<file path="config.mk">
export PLATFORM = sky130hd
export DESIGN_NAME = violation_responder
export DESIGN_NICKNAME = d
export VERILOG_FILES = /design/src/rtl/violation_responder.sv
export SDC_FILE = /design/constraint.sdc
export NUM_CORES = 1
export LEC_CHECK = 0
export CAP_MARGIN = 10
export CORE_MARGIN = 2
export CORE_UTILIZATION = 25
export DETAILED_ROUTE_END_ITERATION = 6
export GPL_TIMING_DRIVEN = 0
export SETUP_SLACK_MARGIN = 0.1
export SLEW_MARGIN = 10
export SYNTH_ARGS = -nofsm -noshare
export SYNTH_HDL_FRONTEND = slang
export SYNTH_SLANG_ARGS = --single-unit
</file>
<file path="constraint.sdc">
create_clock -name clk -period 2.4 [get_ports clk]
set_input_delay 0.36 -clock clk [delete_from_list [all_inputs] [get_ports clk]]
set_output_delay 0.36 -clock clk [all_outputs]
set_load 0.01 [all_outputs]
</file>
<file path="src/rtl/violation_responder.sv">
// Turns access-monitor violation strobes into a timed CPU reset pulse and keeps
// a sticky forensic record of the first offending access behind a 4-word register window.
module violation_responder #(
  parameter int unsigned RST_CYCLES     = 16,
  parameter int unsigned HOLDOFF_CYCLES = 4
) (
  input  logic        clk,
  input  logic        reset_n,
  input  logic        violation,
  input  logic [15:0] pc,
  input  logic        data_en,
  input  logic        code_en,
  input  logic        code_wr,
  input  logic [15:0] data_addr,
  input  logic [15:0] code_addr,
  input  logic        per_en,
  input  logic        per_we,
  input  logic [1:0]  per_addr,
  input  logic [15:0] per_din,
  output logic [15:0] per_dout,
  output logic        cpu_rst,
  output logic        busy
);

  typedef enum logic [1:0] {IDLE, ASSERT, HOLDOFF} state_t;

  localparam logic [7:0] RST_LOAD  = 8'(RST_CYCLES);
  localparam logic [7:0] HOLD_LOAD = 8'(HOLDOFF_CYCLES);

  state_t      state_q, state_d;
  logic [7:0]  cnt_q, cnt_d;
  logic        cpu_rst_q, cpu_rst_d;
  logic        busy_q, busy_d;
  logic        valid_q, valid_d;
  logic [2:0]  flags_q, flags_d;
  logic [15:0] pc_q, pc_d;
  logic [15:0] daddr_q, daddr_d;
  logic [15:0] caddr_q, caddr_d;
  logic [7:0]  vcount_q, vcount_d;
  logic [15:0] per_dout_q, per_dout_d;

  logic accept;
  logic stat_wr;
  logic clr_valid;
  logic clr_cnt;
  logic capture;
  logic unused_din;

  assign unused_din = ^per_din[15:2];

  // The last HOLDOFF cycle behaves like IDLE so a still-high violation re-arms without a gap.
  assign accept    = violation &&
                     ((state_q == IDLE) || ((state_q == HOLDOFF) && (cnt_q == 8'd1)));
  assign stat_wr   = per_en && per_we && (per_addr == 2'd0);
  assign clr_valid = stat_wr && per_din[0];
  assign clr_cnt   = stat_wr && per_din[1];
  assign capture   = accept && (!valid_q || clr_valid);

  always_comb begin
    state_d   = state_q;
    cnt_d     = cnt_q;
    cpu_rst_d = cpu_rst_q;
    busy_d    = busy_q;
    case (state_q)
      IDLE: begin
      end
      ASSERT: begin
        if (cnt_q == 8'd1) begin
          state_d   = HOLDOFF;
          cnt_d     = HOLD_LOAD;
          cpu_rst_d = 1'b0;
        end else begin
          cnt_d = cnt_q - 8'd1;
        end
      end
      HOLDOFF: begin
        if (cnt_q == 8'd1) begin
          state_d = IDLE;
          busy_d  = 1'b0;
        end else begin
          cnt_d = cnt_q - 8'd1;
        end
      end
      default: begin
        state_d   = IDLE;
        cpu_rst_d = 1'b0;
        busy_d    = 1'b0;
      end
    endcase
    if (accept) begin
      state_d   = ASSERT;
      cnt_d     = RST_LOAD;
      cpu_rst_d = 1'b1;
      busy_d    = 1'b1;
    end
  end

  // A concurrent accept overrides a software clear of valid or of the counter.
  always_comb begin
    valid_d  = valid_q;
    flags_d  = flags_q;
    pc_d     = pc_q;
    daddr_d  = daddr_q;
    caddr_d  = caddr_q;
    vcount_d = vcount_q;
    if (clr_valid) valid_d = 1'b0;
    if (accept)    valid_d = 1'b1;
    if (capture) begin
      flags_d = {code_wr, code_en, data_en};
      pc_d    = pc;
      daddr_d = data_addr;
      caddr_d = code_addr;
    end
    if (clr_cnt) begin
      vcount_d = {7'd0, accept};
    end else if (accept && (vcount_q != 8'hFF)) begin
      vcount_d = vcount_q + 8'd1;
    end
  end

  always_comb begin
    per_dout_d = 16'h0000;
    if (per_en && !per_we) begin
      case (per_addr)
        2'd0:    per_dout_d = {vcount_q, 4'b0000, flags_q, valid_q};
        2'd1:    per_dout_d = pc_q;
        2'd2:    per_dout_d = daddr_q;
        default: per_dout_d = caddr_q;
      endcase
    end
  end

  always_ff @(posedge clk or negedge reset_n) begin
    if (!reset_n) begin
      state_q    <= IDLE;
      cnt_q      <= 8'd0;
      cpu_rst_q  <= 1'b0;
      busy_q     <= 1'b0;
      valid_q    <= 1'b0;
      flags_q    <= 3'd0;
      pc_q       <= 16'h0000;
      daddr_q    <= 16'h0000;
      caddr_q    <= 16'h0000;
      vcount_q   <= 8'd0;
      per_dout_q <= 16'h0000;
    end else begin
      state_q    <= state_d;
      cnt_q      <= cnt_d;
      cpu_rst_q  <= cpu_rst_d;
      busy_q     <= busy_d;
      valid_q    <= valid_d;
      flags_q    <= flags_d;
      pc_q       <= pc_d;
      daddr_q    <= daddr_d;
      caddr_q    <= caddr_d;
      vcount_q   <= vcount_d;
      per_dout_q <= per_dout_d;
    end
  end

  assign per_dout = per_dout_q;
  assign cpu_rst  = cpu_rst_q;
  assign busy     = busy_q;

endmodule

</file>
* Word-level counts from Yosys, hierarchy flattened
Cells that the tools add are included.
** Storage, ports and cells
- Flip-flop bits (word level) :: 88
- Input port bits :: 74
- Logic and storage cells :: 68
** Operators by class
- Add/sub/neg operators :: 2
- Eq/ne operators :: 12
- Muxes and demuxes :: 19
- Reduce and logical (&&, ||, !) cells :: 24
** Operator list (number)
- one-hot mux 16 bit (3 select lines) :: 1
- 2-to-1 mux 8 bit :: 5
- 2-to-1 mux 16 bit :: 1
- one-hot mux 8 bit (2 select lines) :: 1
- logical AND 1 bit :: 9
- adder 8 x 1 -> 8 bit (second input constant) :: 1
- == test 8 x 1 -> 1 bit (second input constant) :: 1
- != test 8 bit (second input constant) :: 1
- subtractor 8 x 1 -> 8 bit (second input constant) :: 1
- 2-to-1 mux 2 bit :: 3
- != test 3 bit (second input constant) :: 2
- one-hot mux 2 bit (3 select lines) :: 1
- AND reduction 2 bit :: 3
- 2-to-1 mux 1 bit :: 5
- == test 2 x 1 -> 1 bit (second input constant) :: 2
- == test 2 bit (second input constant) :: 2
- zero test 2 bit :: 2
- != test 2 x 1 -> 1 bit (second input constant) :: 2
- one-hot mux 1 bit (2 select lines) :: 2
- nonzero test 2 bit :: 2
- OR reduction 2 bit :: 2
- != test 3 x 2 -> 1 bit (second input constant) :: 1
- AND reduction 3 bit :: 1
- nonzero test 3 bit :: 1
- 3 further kinds :: 5

* Longest topological paths before layout
Gate-level depths: netlist (run 1).
- Depth in word-level cells :: 7
- Mapped depth :: 7
- Depth with buffers taken out :: 6

* Worst setup path before layout (run 1)
No wires, ideal clock.
- Path kind :: flip-flop to flip-flop
- From :: register cnt_q[1]
- To :: register caddr_q[15]
- Arrival time :: 1.930 ns
- Required time :: 2.275 ns
- Path slack :: 0.345 ns
- Stages on the path, launching flop included :: 8
- Clock period less this slack :: 2.055 ns
- Cells stage by stage :: dfrtp_1 inv_1 ha_1 nor3b_2 a21oi_2 a211oi_4 buf_6 mux2_2
** Between the ends
- Cells in the longest elaborated chain, start to end :: 5
** Ends and longest elaborated chain
- start, declared :: line 31 : logic [7:0] cnt_q, cnt_d;
- start signal, assigned :: line 148 : cnt_q <= cnt_d;
- == test 8 x 1 -> 1 bit :: line 53 : ((state_q == IDLE) || ((state_q == HOLDOFF) && (cnt_q == 8'd1)));
- logical AND 1 bit :: line 53
- logical OR 1 bit :: line 53
- logical AND 1 bit :: line 52 : assign accept = violation &&
- logical AND 1 bit :: line 57 : assign capture = accept && (!valid_q || clr_valid);
- end signal, assigned :: line 155 : caddr_q <= caddr_d;
- end, declared :: line 38 : logic [15:0] caddr_q, caddr_d;
Every way passes these cells.
A chain may end at the register's enable or synchronous reset.

* Worst setup path in the final report (run 1)
- From :: register cnt_q[3]
- To :: register daddr_q[8]
** Between the ends
- Cells in the longest elaborated chain, start to end :: 5
** Ends and longest elaborated chain
- == test 8 x 1 -> 1 bit :: line 53
- logical AND 1 bit :: line 53
- logical OR 1 bit :: line 53
- logical AND 1 bit :: line 52
- logical AND 1 bit :: line 57
- end signal, assigned :: line 154 : daddr_q <= daddr_d;
- end, declared :: line 37 : logic [15:0] daddr_q, daddr_d;
Every way passes these cells.

==> out/qor.yml, run 1 <==
ir_drop_mv: 0.343
crit_fanout: 10
cts_tree: "yes"
drt_iter0_drc: 194
rsz0062_at_grt: "no"
slew_viol_final: 0
ios: 92
regArea_sq_mm: 0.00220
fmax_ghz: 0.466
root_buffer: "clkbuf_16"
post-route-util: 0.344
first_pass_iters: 4
ant_nets: 0
grt_overflow: 0
rows: 46
routed_wl_um: 10300
vias_per_cell: 4.67
critPathCaptureType: "flop"
netlist_instances: 318
finalHoldViolCount: 0
dieArea_sq_mm: 0.0175
wl_per_cell_um: 16.4
min_period_ps: 2150
grt_max_degree: 63
antenna_found_initial: 0
track_usage: 0.123
clkTransAtPathRegs_ps: 70
clock_sinks: 88
grt_pass1_wl_um: 16700
synth_top_area_cell: "dfrtp_1"
finalNetCount: 484
synth_nets: 395
h-tree-depth: 3
p_leak_nw: 2.21
clk_path_buf_depth: 2
crit_type: "flop to flop"
setup_viol: 0
multi_input_area_sq_mm: 0.00179
maxSlewHeadroom: 0.532
areaGrowthSynthToFinish_pct: 33.8
hold_slack_ps: 425
tns_ps: 0
drcViolationCount: 0
core_area_sq_mm: 0.0160
cp.required_ps: 2620
drive_gt1_frac: 0.245
cts_inserted_buffers: 9
arrival_ps: 2370
p_total_mw: 5.51
initial_core_util: 0.257
yosysSeqAreaShare: 0.535
synth_edf_count: 0
synth_area_leaders: "dfrtp_1 54%, mux2_2 15%, mux4_2 6.6%, nor2b_1 2.4%, a21oi_1 1.9%"
syn-mean-instance-area_sq_um: 12.9
rrSetupSlack_ps: 250
power_density_mw_per_mm2: 1000
worst_pin_slew_ps: 692
clk_latency_ps: 340
die_h_um: 132
synth.distinct_cells: 47
clock_skew_ps: 7.10
synth_top_area_share: 0.535
min-delay-path-class: "input port to flop"
vias: 2930
grt_pass1_vias: 3140
port-buffer-count: 74
ys.flop_type: "dfrtp_1"
maxCapViolCount: 0
dieWidth_um: 132
synth_area_sq_mm: 0.00411
diodes: 0
status: "complete, no violations"
gp_congestion: 0.840
startpoint_type: "flop"
post-route-period-util: 0.895
place_hpwl_um: 7330
synth_warnings: 0
fillers: 1608
synth_seq_cells: 88
async_flop_share: 1.00
==> worst paths after layout <==
kind | endpoint | depth (start not counted) | startpoint
setup / recovery | daddr_q[8] | 6 | cnt_q[3]
hold reg to reg | pc_q[13] | 1 | pc_q[13]
hold / removal | cpu_rst | 3 | violation
min in group asynchronous | cnt_q[2] | 2 | reset_n
setup reg to reg | daddr_q[8] | 6 | cnt_q[3]
max in group asynchronous | vcount_q[5] | 3 | reset_n
==> metrics by stage <==
stage | setup WS (ps) | instances | area [sq um]
after floorplan | 345 | 318 | 4110
after global placement | -2330 | 608 | 5120
after detailed placement | -44.6 | 609 | 5150
after CTS | 123 | 627 | 5480
after global routing | 150 | 628 | 5510
final | 253 | 628 | 5510
==> power by group <==
part | internal [mW] | switching [mW] | leakage, nW
clock | 0.834 | 0.582 | 0.145
combinational | 1.01 | 0.656 | 0.965
sequential | 2.05 | 0.375 | 1.10
==> cells by family after synthesis <==
logic type / Yosys count / share of synthesized area
flip-flops: 88 / 0.535
AND/OR/NAND/NOR: 78 / 0.111
adder cells (fa/ha/maj): 3 / 0.00913
XOR/XNOR: 1 / 0.00213
multiplexers: 68 / 0.219
buffers and inverters: 25 / 0.0328
AO/OA/AOI/OAI: 55 / 0.0912
==> per-layer routing <==
metal	routed length, um	vias up	share of wire	track usage
met1	4590	1489	0.44	0.156
met3	380	13	0.037	0.0231
met5	0	-	0	0
li1	-	1360	-	-
met4	149	0	0.014	0.0394
met2	5200	68	0.50	0.211
==> worst max-delay path: stages, from the launching register on <==
cell      delay, ps
dfrtp_1         470
nor4_4          450
a21oi_4         180
a211oi_4        230
buf_12          160
buf_6           180
mux2_2          360
==> Yosys cell counts, types with 2 or more instances <==
library cell and number:
a311oi_1 2, or4_1 6, nor2b_1 16, nand2_1 13
nand3_1 4, clkbuf_1 10, inv_1 6, o31ai_1 5
a31oi_1 2, nand4_1 4, o21ai_0 7, mux4_2 12
buf_2 3, and3_1 2, a22oi_1 5, o211ai_1 2
ha_1 3, or3_1 5, a21oi_1 16, a22o_1 2
mux2_1 2, mux2_2 53, dfrtp_1 88, nor2_1 14
a211oi_1 2, nor3_1 3, o221a_2 2, buf_6 5
nand2b_1 3, o22ai_1 4
==> final cells by class <==
type | instances | area share
repair buffers | 78 | 0.146
clock inverters | 5 | 0.0102
flip-flops and latches | 88 | 0.400
multi-input cells | 205 | 0.326
well taps | 216 | 0.0491
inverters | 6 | 0.00409
plain buffers | 19 | 0.0207
clock buffers | 11 | 0.0441
==> layout by cell type, fill, tap and decap left out, types with 3 or more instances in the layout <==
cell and count:
dfrtp_1 88, clkdlybuf4s50_1 73, mux2_2 53, nor2b_1 16, a21oi_1 16, nor2_1 14, nand2_1 13, mux4_2 12
clkbuf_1 10, clkbuf_16 9, o21ai_0 7, inv_1 6, or4_1 6, a22oi_1 5, buf_6 5, o31ai_1 5
or3_1 5, nand3_1 4, nand4_1 4, o22ai_1 4, nand2b_1 3, buf_2 3, nor3_1 3, ha_1 3
==> flip-flops by register name (all words and copies together), names as in the netlist <==
signal	count
caddr_q	16
daddr_q	16
pc_q	16
per_dout	16
cnt_q	8
vcount_q	8
flags_q	3
state_q	2
busy	1
cpu_rst	1
valid_q	1
==> timing repair <==
action	in CTS	in global routing
hold buffers	1	0
hold endpoints to repair	26	0
buffers inserted	1	1
setup endpoints to repair	50	59
pin swaps	1	1
resized for setup	0	5
No activity file was read; power rests on OpenSTA's default activity.
==> run 2: changes to the inputs <==
Settings changed: MAX_ROUTING_LAYER from default to met4.
==> run 2 against run 1 <==
Clock skew barely moved. Via count rose by 0.82%. Sequential cell count did not move. Cell area rose by 0.39%. Total power rose by 1.6%. Fmax fell by 1.3%. Highest routed layer unchanged.
==> out/qor.yml, run 2 (synthesis gave the netlist of run 1 again) <==
rows: 46  # unchanged
clock_skew_ps: 6.76  # -0.334 ps
drcViolationCount: 0  # unchanged
vias: 2954  # +0.82%
status: "complete, no violations"
root_buffer: "clkbuf_16"
first_pass_iters: 4  # unchanged
p_total_mw: 5.60  # +1.6%
postLayoutSetupSlackWorst_ps: 225  # -27.8 ps
ant_nets: 0  # unchanged
grt_overflow: 0  # unchanged
grt_max_degree: 63  # unchanged
final_cell_mix: "88 x dfrtp_1, 73 x clkdlybuf4s50_1, 53 x mux2_2"
vias_per_cell: 4.70  # +0.82%
clk_path_buf_depth: 2  # unchanged
rsz0062_at_grt: "no"
cts_tree: "yes"
startpoint_type: "flop"
finalNetCount: 484  # unchanged
ir_drop_mv: 0.417  # +22%
power_density_mw_per_mm2: 1010  # +1.2%
dpl_worst_slack_ps: -32.2  # +12.5 ps
cts_inserted_buffers: 9  # unchanged
maxCapViolCount: 0  # unchanged
fmax_ghz: 0.460  # -1.3%
place_area_sq_mm: 0.00515  # unchanged
crit_type: "flop to flop"
fillers: 1622  # +0.87%
drive_gt1_frac: 0.248  # +0.00243
worstHoldPathCells: 3  # unchanged
antenna_found_initial: 0  # unchanged
clock_sinks: 88  # unchanged
rr_worst_depth: 8  # +2
min-delay-path-class: "input port to flop"
post-route-period-util: 0.906  # +0.0116
core_area_sq_mm: 0.0160  # unchanged
slew_viol_final: 0  # unchanged
ios: 92  # unchanged
regArea_sq_mm: 0.00220  # unchanged
place_hpwl_um: 7290  # -0.49%
die_h_um: 132  # unchanged
wl_per_cell_um: 16.6  # +0.72%
diodes: 0  # unchanged
grt_pass1_wl_um: 16800  # +0.41%
arrival_ps: 2400  # +30 ps
crit_fanout: 10  # unchanged
worst_pin_slew_ps: 715  # +23.5 ps
r2r-start: "cnt_q[1]"
p_leak_nw: 2.23  # +0.68%
hold_slack_ps: 424  # -1.49 ps
critPathCaptureType: "flop"
r2r_end: "caddr_q[10]"
dieArea_sq_mm: 0.0175  # unchanged
initial_core_util: 0.257  # unchanged
areaGrowthSynthToFinish_pct: 34.3
endpoint: "caddr_q[10]"
drt_iter0_drc: 153  # -21%
finalHoldViolCount: 0  # unchanged
clk_latency_ps: 340  # about the same
grt_pass1_vias: 3079  # -1.9%
clkTransAtPathRegs_ps: 70  # about the same
port-buffer-count: 74  # unchanged
min_period_ps: 2170  # +27.8 ps
final_common_cell: "dfrtp_1"
routed_wl_um: 10400  # +0.72%
cp.required_ps: 2620  # about the same
fin_area_sq_mm: 0.00553  # +0.39%
maxSlewHeadroom: 0.523  # -0.00916
tns_ps: 0  # unchanged
gp_congestion: 0.849  # +1.1%
dieWidth_um: 132  # unchanged
cp-startpoint: "cnt_q[1]"
h-tree-depth: 3  # unchanged
setup_viol: 0  # unchanged
multi_input_area_sq_mm: 0.00179  # -0.42%
rrSetupSlack_ps: 230  # -30 ps
track_usage: 0.127  # +0.00437
run 2: changes by cell type in the layout (fill, tap and decap cells not counted):
cell        before  now
clkbuf_8         1    4
clkinv_2         2    0
a21oi_2          0    1
a21oi_4          1    0
clkbuf_1        10    9
clkinv_4         1    2
clkinvlp_4       1    0
run 2: how the worst min path moves through the flow:
stage | start | endpoint | slack, ps
global route | violation | cpu_rst | 470
finish | violation | cpu_rst | 420
CTS | violation | cpu_rst | 420
detailed placement | reset_n | cnt_q[0] | 310
global placement | pc_q[12] | pc_q[12] | 470
floorplan | reset_n | busy | 60
run 2: critical path, cell delays in order (launching register included):
cell and delay, ps:
dfrtp_1 410, inv_1 90, ha_1 190, nor3b_4 240, a21oi_2 180, a211oi_4 250, buf_12 160, buf_6 180
mux2_2 350
run 2: final cells by class:
type | instances | area share
Tap cell | 216 | 0.0489
Multi-Input combinational cell | 205 | 0.323
Inverter | 6 | 0.00408
Buffer | 19 | 0.0206
Timing Repair Buffer | 78 | 0.145
Clock buffer | 13 | 0.0507
Sequential cell | 88 | 0.398
Clock inverter | 3 | 0.00860
run 2: per-stage QoR:
step	instances	util
finish	628	0.345
floorplan	318	-
CTS	627	0.344
global placement	608	0.320
global route	628	0.345
detailed placement	609	0.322
run 2: power breakdown:
group | internal, mW | switching, mW
Clock | 0.925 | 0.590
Combinational | 1.01 | 0.649
Sequential | 2.05 | 0.376
Total | 3.98 | 1.61
run 2: metal layers:
layer  track usage  vias to the layer above  wire length [um]
met1         0.164                     1503              4700
met5             -                        -                 0
met4        0.0352                        0                91
met3        0.0292                        7               467
met2         0.201                       82              5130
li1              -                     1362                 -
run 2: what timing repair did:
action                     CTS  global route
gates resized for setup      0             4
setup buffers                1             1
setup endpoints to repair   50            53
pin swaps                    1             1
hold endpoints to repair    26             0
hold buffers                 1             0
